==> config.mk <==
export PLATFORM = sky130hd
export DESIGN_NAME = tmds_decoder
export DESIGN_NICKNAME = d
export VERILOG_FILES = /design/src/rtl/tmds_decoder.sv
export SDC_FILE = /design/constraint.sdc
export NUM_CORES = 1
export LEC_CHECK = 0
export CAP_MARGIN = 20
export CELL_PAD_IN_SITES_DETAIL_PLACEMENT = 1
export CELL_PAD_IN_SITES_GLOBAL_PLACEMENT = 2
export CORE_MARGIN = 3
export CORE_UTILIZATION = 28
export CTS_CLUSTER_SIZE = 20
export DETAILED_ROUTE_END_ITERATION = 16
export GPL_TIMING_DRIVEN = 0
export PLACE_DENSITY_LB_ADDON = 0.1
export SYNTH_ARGS = -nofsm -noshare
export SYNTH_HDL_FRONTEND = slang
export SYNTH_SLANG_ARGS = --single-unit
==> constraint.sdc <==
create_clock -name clk -period 1.95 [get_ports clk]
set_input_delay 0.195 -clock clk [delete_from_list [all_inputs] [get_ports clk]]
set_output_delay 0.195 -clock clk [all_outputs]
set_load 0.005 [all_outputs]
==> src/rtl/tmds_decoder.sv <==
// Receive-side TMDS channel: aligns the serial stream on control tokens, then
// classifies each 10-bit word as video, control or guard and decodes video bytes.
module tmds_decoder #(
    parameter int         LOCK_COUNT = 4,
    parameter int         MAX_GAP    = 4096,
    parameter logic [9:0] GUARD_WORD = 10'b1011001100
) (
    input  logic       clk,
    input  logic       n_rst,
    input  logic       s_rst,
    input  logic       serial_in,
    output logic [7:0] data_out,
    output logic [1:0] ctrl_out,
    output logic [1:0] word_type,
    output logic [9:0] raw_word,
    output logic       word_valid,
    output logic       locked,
    output logic       sync_err
);
    localparam int MW = $clog2(LOCK_COUNT + 1);
    localparam int GW = $clog2(MAX_GAP + 1) + 1;
    localparam logic [MW-1:0] MATCH_LOCK = MW'(LOCK_COUNT);
    localparam logic [GW-1:0] GAP_LIMIT  = GW'(MAX_GAP);

    typedef enum logic [1:0] {S_HUNT, S_VERIFY, S_LOCKED} state_t;

    state_t        state_q, state_d;
    logic [9:0]    sr_q, sr_d;
    logic [3:0]    bit_cnt_q, bit_cnt_d;
    logic [MW-1:0] match_q, match_d;
    logic [GW-1:0] gap_q, gap_d;
    logic [7:0]    data_q, data_d;
    logic [1:0]    ctrl_q, ctrl_d;
    logic [1:0]    type_q, type_d;
    logic [9:0]    raw_q, raw_d;
    logic          valid_q, valid_d;
    logic          err_q, err_d;
    logic [2:0]    tok;
    logic          boundary;

    // Returns {hit, C1, C0}
    function automatic logic [2:0] token_lookup(input logic [9:0] w);
        case (w)
            10'b1101010100: token_lookup = 3'b100;
            10'b0010101011: token_lookup = 3'b101;
            10'b0101010100: token_lookup = 3'b110;
            10'b1010101011: token_lookup = 3'b111;
            default:        token_lookup = 3'b000;
        endcase
    endfunction

    function automatic logic [7:0] video_decode(input logic [9:0] w);
        logic [7:0] q;
        logic [7:0] d;
        q    = w[9] ? ~w[7:0] : w[7:0];
        d    = '0;
        d[0] = q[0];
        for (int i = 1; i < 8; i++) begin
            d[i] = w[8] ? (q[i] ^ q[i-1]) : ~(q[i] ^ q[i-1]);
        end
        return d;
    endfunction

    assign tok      = token_lookup(sr_q);
    assign boundary = (bit_cnt_q == 4'd9);

    always_comb begin
        state_d   = state_q;
        sr_d      = {serial_in, sr_q[9:1]};
        bit_cnt_d = boundary ? 4'd0 : bit_cnt_q + 4'd1;
        match_d   = match_q;
        gap_d     = gap_q;
        data_d    = data_q;
        ctrl_d    = ctrl_q;
        type_d    = type_q;
        raw_d     = raw_q;
        valid_d   = 1'b0;
        err_d     = 1'b0;

        case (state_q)
            S_HUNT: begin
                if (tok[2]) begin
                    bit_cnt_d = 4'd0;
                    match_d   = MW'(1);
                    if (MATCH_LOCK <= MW'(1)) begin
                        state_d = S_LOCKED;
                        gap_d   = '0;
                    end else begin
                        state_d = S_VERIFY;
                    end
                end
            end
            S_VERIFY: begin
                if (boundary) begin
                    if (!tok[2]) begin
                        state_d = S_HUNT;
                    end else begin
                        match_d = match_q + MW'(1);
                        if (match_q + MW'(1) == MATCH_LOCK) begin
                            state_d = S_LOCKED;
                            gap_d   = '0;
                        end
                    end
                end
            end
            S_LOCKED: begin
                if (boundary) begin
                    if (tok[2]) begin
                        valid_d = 1'b1;
                        raw_d   = sr_q;
                        type_d  = 2'b01;
                        ctrl_d  = tok[1:0];
                        gap_d   = '0;
                    end else if (gap_q == GAP_LIMIT) begin
                        // Too long without a token: alignment is no longer trusted
                        err_d   = 1'b1;
                        state_d = S_HUNT;
                    end else begin
                        valid_d = 1'b1;
                        raw_d   = sr_q;
                        gap_d   = gap_q + GW'(1);
                        if (sr_q == GUARD_WORD) begin
                            type_d = 2'b10;
                        end else begin
                            type_d = 2'b00;
                            data_d = video_decode(sr_q);
                        end
                    end
                end
            end
            default: state_d = S_HUNT;
        endcase

        if (s_rst) begin
            state_d   = S_HUNT;
            sr_d      = '0;
            bit_cnt_d = '0;
            match_d   = '0;
            gap_d     = '0;
            data_d    = '0;
            ctrl_d    = '0;
            type_d    = '0;
            raw_d     = '0;
            valid_d   = 1'b0;
            err_d     = 1'b0;
        end
    end

    always_ff @(posedge clk or negedge n_rst) begin
        if (!n_rst) begin
            state_q   <= S_HUNT;
            sr_q      <= '0;
            bit_cnt_q <= '0;
            match_q   <= '0;
            gap_q     <= '0;
            data_q    <= '0;
            ctrl_q    <= '0;
            type_q    <= '0;
            raw_q     <= '0;
            valid_q   <= 1'b0;
            err_q     <= 1'b0;
        end else begin
            state_q   <= state_d;
            sr_q      <= sr_d;
            bit_cnt_q <= bit_cnt_d;
            match_q   <= match_d;
            gap_q     <= gap_d;
            data_q    <= data_d;
            ctrl_q    <= ctrl_d;
            type_q    <= type_d;
            raw_q     <= raw_d;
            valid_q   <= valid_d;
            err_q     <= err_d;
        end
    end

    assign data_out   = data_q;
    assign ctrl_out   = ctrl_q;
    assign word_type  = type_q;
    assign raw_word   = raw_q;
    assign word_valid = valid_q;
    assign sync_err   = err_q;
    assign locked     = (state_q == S_LOCKED);

endmodule

; Word level (Yosys, flattened, before mapping)
; Index checks and enable logic that the tools add are counted.
[classes]
add_sub_neg = 3
multipliers = 0
div = 0
order_cmp = 0
n_eq_ne = 23
shift = 0
muxes = 67
bitwise_logic = 15
reduce_logical = 12
[op_table]
columns = cell, count
row1 = 14-bit two-way mux, 7
row2 = 10-bit two-way mux, 6
row3 = 8-bit two-way mux, 7
row4 = 2-bit two-way mux, 18
row5 = 10-bit == test (second input constant), 3
row6 = 14-bit one-hot mux with 2 select lines, 1
row7 = 3-bit != test (second input constant), 6
row8 = 1-bit two-way mux, 17
row9 = 4-bit two-way mux, 4
row10 = 14-bit by 1-bit adder with 14-bit output (second input constant), 1
row11 = 14-bit by 13-bit == test with 1-bit output (second input constant), 1
row12 = 3-bit two-way mux, 4
row13 = 3-bit one-hot mux with 4 select lines, 1
row14 = 6-bit AND reduction, 2
row15 = 10-bit by 8-bit == test with 1-bit output (second input constant), 1
row16 = 10-bit by 9-bit == test with 1-bit output (second input constant), 1
row17 = 4-bit != test (second input constant), 2
row18 = 8-bit NOT, 1
row19 = 1-bit NOT, 7
row20 = 1-bit XOR, 7
row21 = 2-bit != test (second input constant), 3
row22 = 3-bit by 2-bit != test with 1-bit output (second input constant), 2
row23 = 2-bit one-hot mux with 3 select lines, 1
row24 = 3-bit one-hot mux with 2 select lines, 1
row25 = other kinds (12), 16
[totals]
register_bits = 57
latch_bits = 0
ramBits = 0
romBits = 0
input_bits = 4
output_inout_bits = 25
word_cells = 131
memories = 0

; Logic depth before layout (Yosys ltp)
; Gate-level depths: netlist of run 1.
[depth]
word_depth = 11
ltp_mapped = 9
mapped_depth_nobuf = 7

; Worst setup path after synthesis of run 1
; OpenSTA, ideal clock, no wires.
[synth_timing]
path_kind = register to register
from = reg gap_q[0]
to = reg raw_q[1], in the netlist raw_word[1]
setup_ns = 0.125
arrival_time_ns = 1.825
t_required_ns = 1.825
path_slack_ns = 0.000
path_stages_with_launch = 9
synth_period_minus_slack_ns = 1.950
cell_sequence = dfrtp_1 -> inv_1 -> ha_1 -> nor4b_1 -> and4_1 -> a31o_4 -> nor2b_4 -> buf_6 -> mux2_4
[synth_via]
elab_chain_len = 3
[synth_rtl]
columns = element, line
row1 = start: declaration, 31  ; logic [GW-1:0] gap_q, gap_d;
row2 = start signal: assignment, 167  ; gap_q <= gap_d;
row3 = 14-bit by 13-bit == test with 1-bit output, 114  ; end else if (gap_q == GAP_LIMIT) begin
row4 = 3-bit != test (no source line), -
row5 = 3-bit AND reduction (no source line), -
row6 = end signal: assignment, 171  ; raw_q <= raw_d;
row7 = end: declaration, 35  ; logic [9:0] raw_q, raw_d;
; Every way passes these cells.
; A chain may end at the register's enable or synchronous reset.

; Final worst setup path of run 1
[layout_timing]
from = reg sr_q[1]
to = reg raw_q[2], in the netlist raw_word[2]
[layout_via]
elab_chain_len = 6
elab_cells_between_ends = 11
[layout_rtl]
columns = element, line
row1 = start: declaration, 28  ; logic [9:0] sr_q, sr_d;
row2 = start signal: assignment, 164  ; sr_q <= sr_d;
row3 = "10-bit == test, or another cell as far along", 43  ; case (w)
row4 = 3-bit one-hot mux with 4 select lines (*), 43
row5 = 10-bit two-way mux, 108  ; if (tok[2]) begin
row6 = 10-bit two-way mux, 107  ; if (boundary) begin
row7 = 10-bit two-way mux, 80  ; case (state_q)
row8 = 10-bit two-way mux, 134  ; if (s_rst) begin
; Mark *: on every way between the ends. The rest lies on a longest branch, timed or not. The select of a mux whose other input is x is not followed.

==> results by group, run 1 <==
Status
  – Outcome: finished with violations
  – Failing checks: negative setup slack

Pwr
  – P_int: 2.01 mW
  – Clk pwr share: 48.4%
  – P_sw: 667 uW
  – VDD IR max: 0.254 mV
  – Comb pwr share: 6.3%
  – Sw Share: 24.9%
  – Pwr/cell area: 654 nW/um^2
  – Leak Pwr: 1.89 nW
  – Sequential share of power: 45.3%

Die
  – Core region area: 10000 sq um
  – Die width: 109 um
  – Die Area: 11900 sq um
  – I/O pin cnt: 29
  – Initial Utilization: 29.6%
  – Rows: 36
  – Die Y-Extent: 109 um

Drt
  – Avg WL per Cell: 16.7 um
  – DRC viols: 0
  – Post-route antenna net violation count: 0
  – Vias per inst: 4.97
  – Detailed Routing Iterations Pass 1: 4
  – Overall via count from detail_route: 2327
  – Initial DRC Count: 43
  – WL final: 7800 um

STA
  – Fmax: 493 MHz
  – Setup-violating endpoint count in the final report: 11
  – Crit share post-route: 104%
  – Slew @ Worst Pin: 0.646 ns
  – RSZ-0062 raised after global routing: yes
  – Rel. slew slack: 56.9%
  – Period minus WS final: 2.03 ns
  – Clock Skew: 0.0131 ns
  – Final worst slack: -0.0783 ns
  – Pins Over Slew Limit: 0
  – Final hold violation count: 0

Setup path
  – Worst reg2reg path depth: 8
  – Crit path launch: sr_q[1]
  – CP Cell Sequence: inv_2 -> ha_4 -> and4b_2 -> nand4b_4 -> a31o_4 -> nor2b_4 -> clkbuf_16 -> mux2_4
  – Worst r2r src: sr_q[1]
  – Reg2Reg Setup Slack: -0.08 ns
  – Slowest-stage cell, CP: dfrtp_1
  – Max incr delay on CP: 0.40 ns
  – Setup crit end: raw_word[2]
  – Worst Path Class, Setup: reg2reg
  – Arrival time of the worst setup path: 2.27 ns
  – Crit path launch type: register
  – Critical Path RT: 2.19 ns
  – Reg-to-reg critical path endpoint: raw_word[2]
  – Worst-path fanout max: 5
  – Crit. End Element: register

Logic synthesis
  – Fraction of registers with async set/reset: 100%
  – #FFs+latches synth: 57
  – Post-Syn Instances: 267
  – Syn_nets: 279
  – Synth Flop Type: dfrtp_1
  – Area contributors post-synth: dfrtp_1 48%, mux2_4 4.5%, a31oi_1 4.2%
  – Register area share after synthesis: 48.0%
  – Post-synth top area share: 48.0%
  – Most instantiated cells after synthesis: 57 x dfrtp_1, 23 x nor2_1, 20 x a31oi_1
  – Post-synth EDFFs: 0
  – Yosys warns: 0
  – Cell with the most instances after synthesis: dfrtp_1
  – Yosys top cell by area: dfrtp_1
  – Syn avg cell area: 11.1 sq um
  – Mapped Area: 2970 sq um
  – Yosys cell types: 56

Placed design
  – Dpl cells: 429
  – DP Worst Slack: -0.331 ns
  – DP HPWL: 5380 um
  – Input/output buffers: 28
  – GP Congestion: 0.738

Clock network
  – TritonCTS clock tree: built
  – CTS clk-pin slew, worst paths: 0.08 ns
  – Root Buffer: clkbuf_8
  – CTS sink cnt: 57
  – Skew-Pair Late Insertion Delay: 0.35 ns
  – CTS Buffer Depth: 2
  – H-tree depth: 3
  – CTS Buf Count: 9

Run
  – Maxcap violations: 0

Global routing
  – GRT Total Usage: 14.4%
  – First-pass GRT wire length: 13200 um
  – Initial antenna violation count: 0
  – Vias in the first global route: 2486
  – GR Overflow Total: 0
  – Largest net degree at the start of global routing: 32

Hold path
  – Worst min path class: in2async

Layout
  – Nets@finish: 342
  – Layout cell share with drive strength beyond 1: 32.5%
  – # diodes: 0
  – Area Growth Syn to Fin: 37.7%
  – Layout Cells excl Fill: 468
-- critical path: cells and delay by family (launching register included) --
family,cells,cell delay (ns)
simple gates,3,0.58
mux,1,0.29
fa+ha+maj,1,0.12
buf+inv,2,0.25
flops,1,0.40
compound gates,1,0.29
-- metal layers --
metal	global-route usage [%]	vias to the layer above	routed length, um	part of all wire, %
li1	-	1103	-	-
met1	20.3	1184	3970	51
met2	21.7	30	3500	45
met3	2.66	10	204	2.6
met4	5.41	0	128	1.6
met5	0	-	0	0
-- registers in the layout, summed over array words and instances (netlist names) --
register,cells
sr_q,10
sync_err,1
word_type,2
ctrl_out,2
gap_q,14
word_valid,1
state_q,2
data_out,8
bit_cnt_q,4
match_q,3
raw_word,10
-- worst min path at each step --
stage | to | startpoint | slack [ns]
after floorplan | bit_cnt_q[0] | n_rst | -0.10
after CTS | raw_word[7] | n_rst | 0.42
after detailed placement | raw_word[7] | n_rst | 0.26
final | raw_word[7] | n_rst | 0.40
after global placement | raw_word[0] | raw_word[0] | 0.46
after global routing | raw_word[7] | n_rst | 0.44
-- stage by stage --
stage               util, %  instance area [sq um]  power [mW]  setup TNS, ns  hold WS (ns)
global route           40.8                   4100        2.81          -2.23         0.437
global placement       34.1                   3420        1.38         -85.52         0.463
floorplan                 -                   2980        1.31              0        -0.101
detailed placement     34.2                   3440        1.39          -9.71         0.262
CTS                    38.7                   3890        2.72         -0.523         0.416
finish                 40.8                   4100        2.68         -0.607         0.401
-- timing repair --
item,CTS,global route
hold buffers,1,0
hold endpoints to repair,26,0
cloned,0,1
endpoints found under the setup margin,40,39
setup buffers,11,11
resized for setup,36,26
pin swaps,6,5
-- placed cells by master, fill, tap and decap left out, types with 3 or more instances in the layout --
| master | n |
|---|---|
| dfrtp_2 | 3 |
| dfrtp_1 | 54 |
| inv_2 | 4 |
| nand2_1 | 13 |
| clkbuf_8 | 9 |
| nor3_1 | 4 |
| a31oi_1 | 19 |
| ha_1 | 5 |
| clkdlybuf4s50_1 | 27 |
| o21ai_0 | 6 |
| xnor2_1 | 9 |
| inv_1 | 5 |
| nor2_2 | 3 |
| xor2_1 | 5 |
| nor2b_1 | 10 |
| and3_1 | 7 |
| buf_4 | 22 |
| nand2b_1 | 4 |
| buf_6 | 7 |
| nor2_1 | 19 |
| a21oi_1 | 3 |
| nand3_1 | 7 |
| nand2b_2 | 3 |
| mux2_4 | 12 |
| a22o_1 | 7 |
| a22oi_1 | 4 |
-- cell type report --
| type | count | area (sq um) |
|---|---|---|
| clock inverters | 7 | 103 |
| well taps | 133 | 166 |
| clock buffers | 9 | 124 |
| multi-input cells | 188 | 1630 |
| repair buffers | 53 | 495 |
| fillers | 1098 | 5950 |
| flip-flops and latches | 57 | 1430 |
| inverters | 10 | 40.0 |
| plain buffers | 11 | 108 |
-- logic make-up (layout without fill, tap and decap cells) --
kind of cell,after synthesis,after routing,synth area share (%)
and+or+nand+nor,96,96,20.3
buffers and inverters,22,90,3.79
xor gates and xnor gates,15,15,4.42
DFF,57,57,48.0
adders and majority gates,8,8,3.37
muxes,13,13,6.02
AOI/OAI and AO/OA,56,56,14.1
-- power groups by stage --
stage / sequential (mW) / combinational, mW / clock, mW
floorplan: 1.23 / 0.0789 / 0
global placement: 1.24 / 0.147 / 0
detailed placement: 1.24 / 0.153 / 0
CTS: 1.21 / 0.165 / 1.34
global route: 1.22 / 0.189 / 1.41
finish: 1.21 / 0.170 / 1.30
Note: power is estimated with default switching activity, not from simulation.
==> run 2, diff against run 1 <==
- CORE_UTILIZATION: 28 -> 34
==> results by group, run 2 (synthesized netlist as in run 1, its figures left out) <==
Status
  – Outcome: finished with violations
  – Failing checks: negative setup slack

Clock network
  – Root Buffer: clkbuf_8
  – CTS Buf Count: 9 (unchanged)
  – CTS Buffer Depth: 2 (unchanged)
  – TritonCTS clock tree: built
  – Skew-Pair Late Insertion Delay: 0.34 ns (about the same)
  – CTS sink cnt: 57 (unchanged)
  – CTS clk-pin slew, worst paths: 0.07 ns (about the same)
  – H-tree depth: 3 (unchanged)

Layout
  – Commonest non-fill, non-tap cells in the layout: 53 x dfrtp_1, 27 x buf_4, 27 x clkdlybuf4s50_1
  – Nets@finish: 350 (+2.3%)
  – # fillers: 877 (-20%)
  – Layout cell share with drive strength beyond 1: 36.4% (+3.9 points)
  – Largest register FFs: 14 (unchanged)
  – Final Instance Area: 4270 sq um (+4.3%)
  – Biggest register: gap_q
  – # diodes: 0 (unchanged)
  – Most common cell after layout, fill and taps aside: dfrtp_1
  – Area Growth Syn to Fin: 43.6%
  – Layout Cells excl Fill: 448 (-4.3%)

STA
  – Final hold violation count: 0 (unchanged)
  – Fmax: 496 MHz (+0.70%)
  – Final worst slack: -0.0642 ns (+0.0141 ns)
  – RSZ-0062 raised after global routing: yes
  – Clock Skew: 0.0103 ns (-0.00277 ns)
  – Period minus WS final: 2.01 ns (-0.0141 ns)
  – Crit share post-route: 103% (-0.72 points)
  – Pins Over Slew Limit: 0 (unchanged)
  – Setup tns final: -0.519 ns (+0.0880 ns)
  – Rel. slew slack: 54.9% (-2.0 points)
  – Slew @ Worst Pin: 0.677 ns (+0.0305 ns)
  – Setup-violating endpoint count in the final report: 12 (+1)

Pwr
  – Pwr/cell area: 629 nW/um^2 (-3.9%)
  – Total Power: 2.69 mW (+0.24%)
  – VDD IR max: 0.340 mV (+34%)
  – Leak Pwr: 1.92 nW (+1.4%)

Drt
  – Post-route antenna net violation count: 0 (unchanged)
  – Vias per inst: 5.27 (+6.1%)
  – Initial DRC Count: 47 (+9.3%)
  – Detailed Routing Iterations Pass 1: 4 (unchanged)
  – DRC viols: 0 (unchanged)
  – Avg WL per Cell: 19.0 um (+14%)
  – Overall via count from detail_route: 2363 (+1.5%)
  – WL final: 8500 um (+9.0%)

Global routing
  – GRT Total Usage: 17.7% (+3.3 points)
  – First-pass GRT wire length: 13700 um (+4.0%)
  – Vias in the first global route: 2521 (+1.4%)
  – Largest net degree at the start of global routing: 31 (-3.1%)
  – Initial antenna violation count: 0 (unchanged)
  – GR Overflow Total: 0 (unchanged)

Run
  – Maxcap violations: 0 (unchanged)

Placed design
  – DP Area: 3400 sq um (-1.0%)
  – Dpl cells: 401 (-6.5%)
  – GP Congestion: 0.735 (-0.42%)
  – Input/output buffers: 28 (unchanged)
  – DP HPWL: 5340 um (-0.78%)

Setup path
  – Critical Path RT: 2.18 ns (about the same)
  – Worst-path fanout max: 5 (unchanged)
  – Arrival time of the worst setup path: 2.25 ns (-0.02 ns)
  – Crit path launch type: register
  – CP Cell Sequence: nor4b_4 -> and4_4 -> a31o_4 -> nor2b_4 -> clkbuf_16 -> mux2_4
  – Max incr delay on CP: 0.49 ns (+0.09 ns)
  – Worst Path Class, Setup: reg2reg
  – Crit. End Element: register
  – Slowest-stage cell, CP: dfrtp_1

Die
  – Initial Utilization: 35.7% (+6.0 points)
  – Die Y-Extent: 99.5 um (-8.7%)
  – Die width: 99.5 um (-8.7%)
  – Die Area: 9910 sq um (-17%)
  – Core region area: 8340 sq um (-17%)
  – Rows: 33 (-8.3%)
  – I/O pin cnt: 29 (unchanged)

Hold path
  – Worst min path class: in2reg
## run 2: cell count changes in the layout (fill, tap and decap cells not counted), moves of 2 or more
cell	change
a31oi_1	-6
a31oi_4	+5
buf_4	+5
mux2_4	-3
buf_6	+2
clkinvlp_4	+2
inv_6	-2
mux2_2	+2
## run 2: final cells by class
class                           instances  area (sq um)  area share [%]
Tap cell                              105           131            3.08
Clock buffer                           10           138            3.22
Inverter                               10          40.0           0.937
Buffer                                 10           110            2.58
Multi-Input combinational cell        188          1750            40.9
Clock inverter                          6          91.3            2.14
Timing Repair Buffer                   62           582            13.6
Sequential cell                        57          1430            33.5
## run 2: report_power, final
part | internal [mW] | switching, mW
sequential | 1.20 | 0.0160
clock | 0.756 | 0.545
combinational | 0.0819 | 0.0893
total | 2.04 | 0.651
## run 2: per-stage QoR
stage	util (%)	setup WS [ns]	hold slack (ns)
after detailed placement	40.8	-0.291	0.267
after global routing	51.2	-0.111	0.397
final	51.2	-0.0642	0.402
after CTS	46.7	-0.0714	0.397
after floorplan	-	0.0123	-0.101
after global placement	40.6	-1.33	0.480
## run 2: path summary, 6_finish.rpt
| check | from | endpoint | slack, ns | depth (start not counted) |
|---|---|---|---|---|
| min | serial_in | sr_q[9] | 0.40 | 2 |
| min reg2reg | bit_cnt_q[0] | bit_cnt_q[0] | 0.50 | 1 |
| max in group asynchronous | n_rst | gap_q[7] | 0.90 | 3 |
| max reg2reg | gap_q[4] | raw_word[1] | -0.06 | 6 |
| max | gap_q[4] | raw_word[1] | -0.06 | 6 |
| min in group asynchronous | n_rst | raw_word[7] | 0.42 | 2 |
## run 2: what timing repair did
action | in CTS | in global routing
gates cloned | 2 | 0
hold endpoints to repair | 27 | 0
hold buffers | 1 | 0
resized for setup | 37 | 53
endpoints found under the setup margin | 39 | 42
buffers inserted | 11 | 19
pin swaps | 5 | 21
## run 2: metal layers
metal	vias to the layer above	track usage, %	wire, um
met2	33	27.0	3980
met1	1200	25.3	4180
met5	-	0	0
li1	1117	-	-
met3	13	3.37	207
met4	0	5.67	138
## run 2: critical path, delay by kind of cell (launching register included)
kind | cells | cell delay (ns)
AOI/OAI and AO/OA | 1 | 0.15
buffers and inverters | 1 | 0.18
DFF | 1 | 0.49
muxes | 1 | 0.29
and+or+nand+nor | 3 | 0.78
==> run 3, diff against run 2 <==
- ABC_AREA: default -> 1
- CORE_UTILIZATION: 34 -> 30
==> results by group, run 3 <==
Setup path
  – Crit path launch type: register
  – Crit. End Element: register
  – Worst-path fanout max: 10 (+5)
  – Cell family with most CP delay: simple AND/OR/NAND/NOR gates
  – CP Cell Sequence: inv_2 -> ha_1 -> nand2_1 -> nor2_2 -> nand2_2 -> nand2_4 -> nand2_2 -> nand2_2 -> nand3_2 -> buf_4 -> nand2_1 -> nand2_1
  – Arrival time of the worst setup path: 2.01 ns (-0.24 ns)
  – Max incr delay on CP: 0.40 ns (-0.09 ns)
  – Slowest-stage cell, CP: dfrtp_1
  – Worst Path Class, Setup: reg2reg
  – Critical Path RT: 2.18 ns (about the same)
  – Worst Path Buf+Inv: 2 (+1)

Global routing
  – GR Overflow Total: 0 (unchanged)
  – First-pass GRT wire length: 15500 um (+13%)
  – Largest net degree at the start of global routing: 34 (+9.7%)
  – Vias in the first global route: 3083 (+22%)
  – GRT Total Usage: 16.7% (-0.96 points)
  – Initial antenna violation count: 0 (unchanged)

STA
  – Fmax: 563 MHz (+13%)
  – Setup tns final: 0 ns (+0.519 ns)
  – Final hold violation count: 0 (unchanged)
  – Rel. slew slack: 57.8% (+2.9 points)
  – Pins Over Slew Limit: 0 (unchanged)
  – Setup-violating endpoint count in the final report: 0 (-12)
  – Period minus WS final: 1.78 ns (-0.238 ns)
  – Clock Skew: 0.0115 ns (+0.00118 ns)
  – Crit share post-route: 91.1% (-12 points)
  – Slew @ Worst Pin: 0.634 ns (-0.0428 ns)

Logic synthesis
  – Fraction of registers with async set/reset: 100% (unchanged)
  – Register area share after synthesis: 44.3% (-3.6 points)
  – Synth Area in Adders: 3.11% (-0.25 points)
  – Area contributors post-synth: dfrtp_1 44%, nand2_1 16%, nor2_1 7.1%
  – Synth Flop Type: dfrtp_1
  – Post-synth EDFFs: 0 (unchanged)
  – Yosys cell types: 35 (-38%)
  – Mux contribution to synthesized area: 0% (-6.0 points)
  – Mapped Area: 3220 sq um (+8.2%)
  – #FFs+latches synth: 57 (unchanged)
  – Yosys warns: 0 (unchanged)
  – Syn_nets: 443 (+59%)
  – Syn avg cell area: 7.46 sq um (-33%)
  – Yosys top cell by area: dfrtp_1
  – Cell with the most instances after synthesis: nand2_1
  – Post-Syn Instances: 431 (+61%)
  – Largest family of logic cells by synthesized area: simple AND/OR/NAND/NOR gates
  – Post-synthesis compound-gate area fraction: 4.82% (-9.3 points)
  – Post-Synth XOR/XNOR Area: 3.54% (-0.88 points)
  – Synth Area in Simple Gates: 36.9% (+17 points)
  – Post-synth top area share: 44.3% (-3.6 points)
  – Most instantiated cells after synthesis: 141 x nand2_1, 61 x nor2_1, 57 x dfrtp_1

Layout
  – # diodes: 0 (unchanged)
  – Area Growth Syn to Fin: 24.5%
  – Layout Cells excl Fill: 620 (+38%)
  – Largest register FFs: 14 (unchanged)
  – Layout Utilization: 38.6% (-13 points)
  – Most common cell after layout, fill and taps aside: nand2_1
  – Commonest non-fill, non-tap cells in the layout: 141 x nand2_1, 59 x nor2_1, 56 x dfrtp_1
  – Nets@finish: 491 (+40%)
  – Biggest register: gap_q
  – Layout cell share with drive strength beyond 1: 14.0% (-22 points)

Clock network
  – CTS clk-pin slew, worst paths: 0.08 ns (about the same)
  – TritonCTS clock tree: built
  – H-tree depth: 3 (unchanged)
  – CTS Buf Count: 9 (unchanged)
  – Root Buffer: clkbuf_8
  – Skew-Pair Late Insertion Delay: 0.35 ns (about the same)
  – CTS sink cnt: 57 (unchanged)
  – CTS Buffer Depth: 2 (unchanged)

Drt
  – Vias per inst: 4.65 (-12%)
  – Post-route antenna net violation count: 0 (unchanged)
  – Wl on met1: 4490 um (+7.6%)
  – Overall via count from detail_route: 2883 (+22%)
  – DRC viols: 0 (unchanged)
  – DR top layer: met4
  – Detailed Routing Iterations Pass 1: 4 (unchanged)
  – WL final: 9080 um (+6.8%)
  – Met2 wire length: 4210 um (+5.7%)
  – Met3 wire length: 218 um (+5.3%)
  – Initial DRC Count: 112 (+140%)
  – Avg WL per Cell: 14.7 um (-23%)

Die
  – Die Y-Extent: 110 um (+10%)
  – Die Area: 12000 sq um (+21%)
  – Core region area: 10400 sq um (+24%)
  – Die width: 110 um (+10%)
  – Initial Utilization: 31.0% (-4.6 points)
  – I/O pin cnt: 29 (unchanged)
  – Rows: 37 (+12%)

Pwr
  – VDD IR max: 0.294 mV (-14%)
  – Leak Pwr: 1.94 nW (+1.5%)
  – Pwr/cell area: 741 nW/um^2 (+18%)
  – Total Power: 2.97 mW (+10%)

Placed design
  – Input/output buffers: 28 (unchanged)
  – Dpl cells: 596 (+49%)
  – DP HPWL: 6710 um (+26%)
  – GP Congestion: 0.791 (+7.6%)

Status
  – Outcome: finished clean

Run
  – Maxcap violations: 0 (unchanged)

Hold path
  – Worst min path class: in2reg
==> run 3: changes by cell type in the layout (fill, tap and decap cells not counted), moves of 8 or more <==
cell and change:
a31oi_1 -12, mux2_4 -9, nand4_1 +12, nand3_1 +17, nand2_1 +128, nor2_1 +40
inv_1 +32, buf_6 -8, buf_4 -17, nor2b_1 -10
==> run 3: metal layers <==
metal  global-route usage [%]  up-vias
met3                     3.58       15
met1                     22.7     1382
met5                        0        -
li1                         -     1458
met2                     26.4       28
met4                     5.88        0
==> run 3: through the flow <==
stage / cell area (sq um) / hold WS (ns) / setup slack (ns)
floorplan: 3220 / -0.101 / 0.353
global placement: 3670 / 0.461 / -1.34
global route: 4000 / 0.385 / -0.00676
finish: 4000 / 0.386 / 0.174
detailed placement: 3680 / 0.264 / -0.0755
CTS: 3920 / 0.374 / 0.00707
==> run 3: path summary, 6_finish.rpt <==
path / start / endpoint / slack (ns) / depth (start not counted)
max in group asynchronous: n_rst / sr_q[8] / 0.95 / 3
min: serial_in / sr_q[9] / 0.39 / 3
min in group asynchronous: n_rst / gap_q[6] / 0.40 / 2
min reg2reg: raw_word[1] / raw_word[1] / 0.48 / 2
max: sr_q[1] / gap_q[10] / 0.17 / 12
max reg2reg: sr_q[1] / gap_q[10] / 0.17 / 12
==> run 3: where the power goes <==
part           leakage, nW  switching, mW  total [mW]  internal [mW]
Clock                0.113          0.554        1.31          0.759
Sequential           0.774         0.0350        1.27           1.24
Combinational         1.06          0.231       0.382          0.151
Total                 1.94          0.819        2.97           2.15
==> run 3: final cells by class <==
class / instances / area (sq um)
buffer: 7 / 47.5
clock buffer: 10 / 138
clock inverter: 6 / 90.1
fill: 1304 / 6370
inverter: 49 / 191
multi-input combinational: 318 / 1580
sequential: 57 / 1430
tap: 136 / 170
timing repair buffer: 37 / 358
==> run 3: worst register-to-register path, cell delays in order (launching register included) <==
cell and delay [ns]:
dfrtp_1 0.40, inv_2 0.10, ha_1 0.17, nand2_1 0.08, nor2_2 0.13, nand2_2 0.13, nand2_4 0.12, nand2_2 0.07
nand2_2 0.06, nand3_2 0.08, buf_4 0.19, nand2_1 0.07, nand2_1 0.05
==> run 3: logic make-up after synthesis <==
| kind of cell | Yosys count |
|---|---|
| buffers and inverters | 56 |
| DFF | 57 |
| and+or+nand+nor | 269 |
| AOI/OAI and AO/OA | 28 |
| adders and majority gates | 8 |
| xor gates and xnor gates | 13 |
==> run 3: timing repair <==
action / 4_1_cts / 5_1_grt
endpoints found under the setup margin: 0 / 43
hold buffers: 1 / 0
endpoints found under the hold margin: 24 / 0
gates resized for setup: 0 / 12
setup buffers: 0 / 7
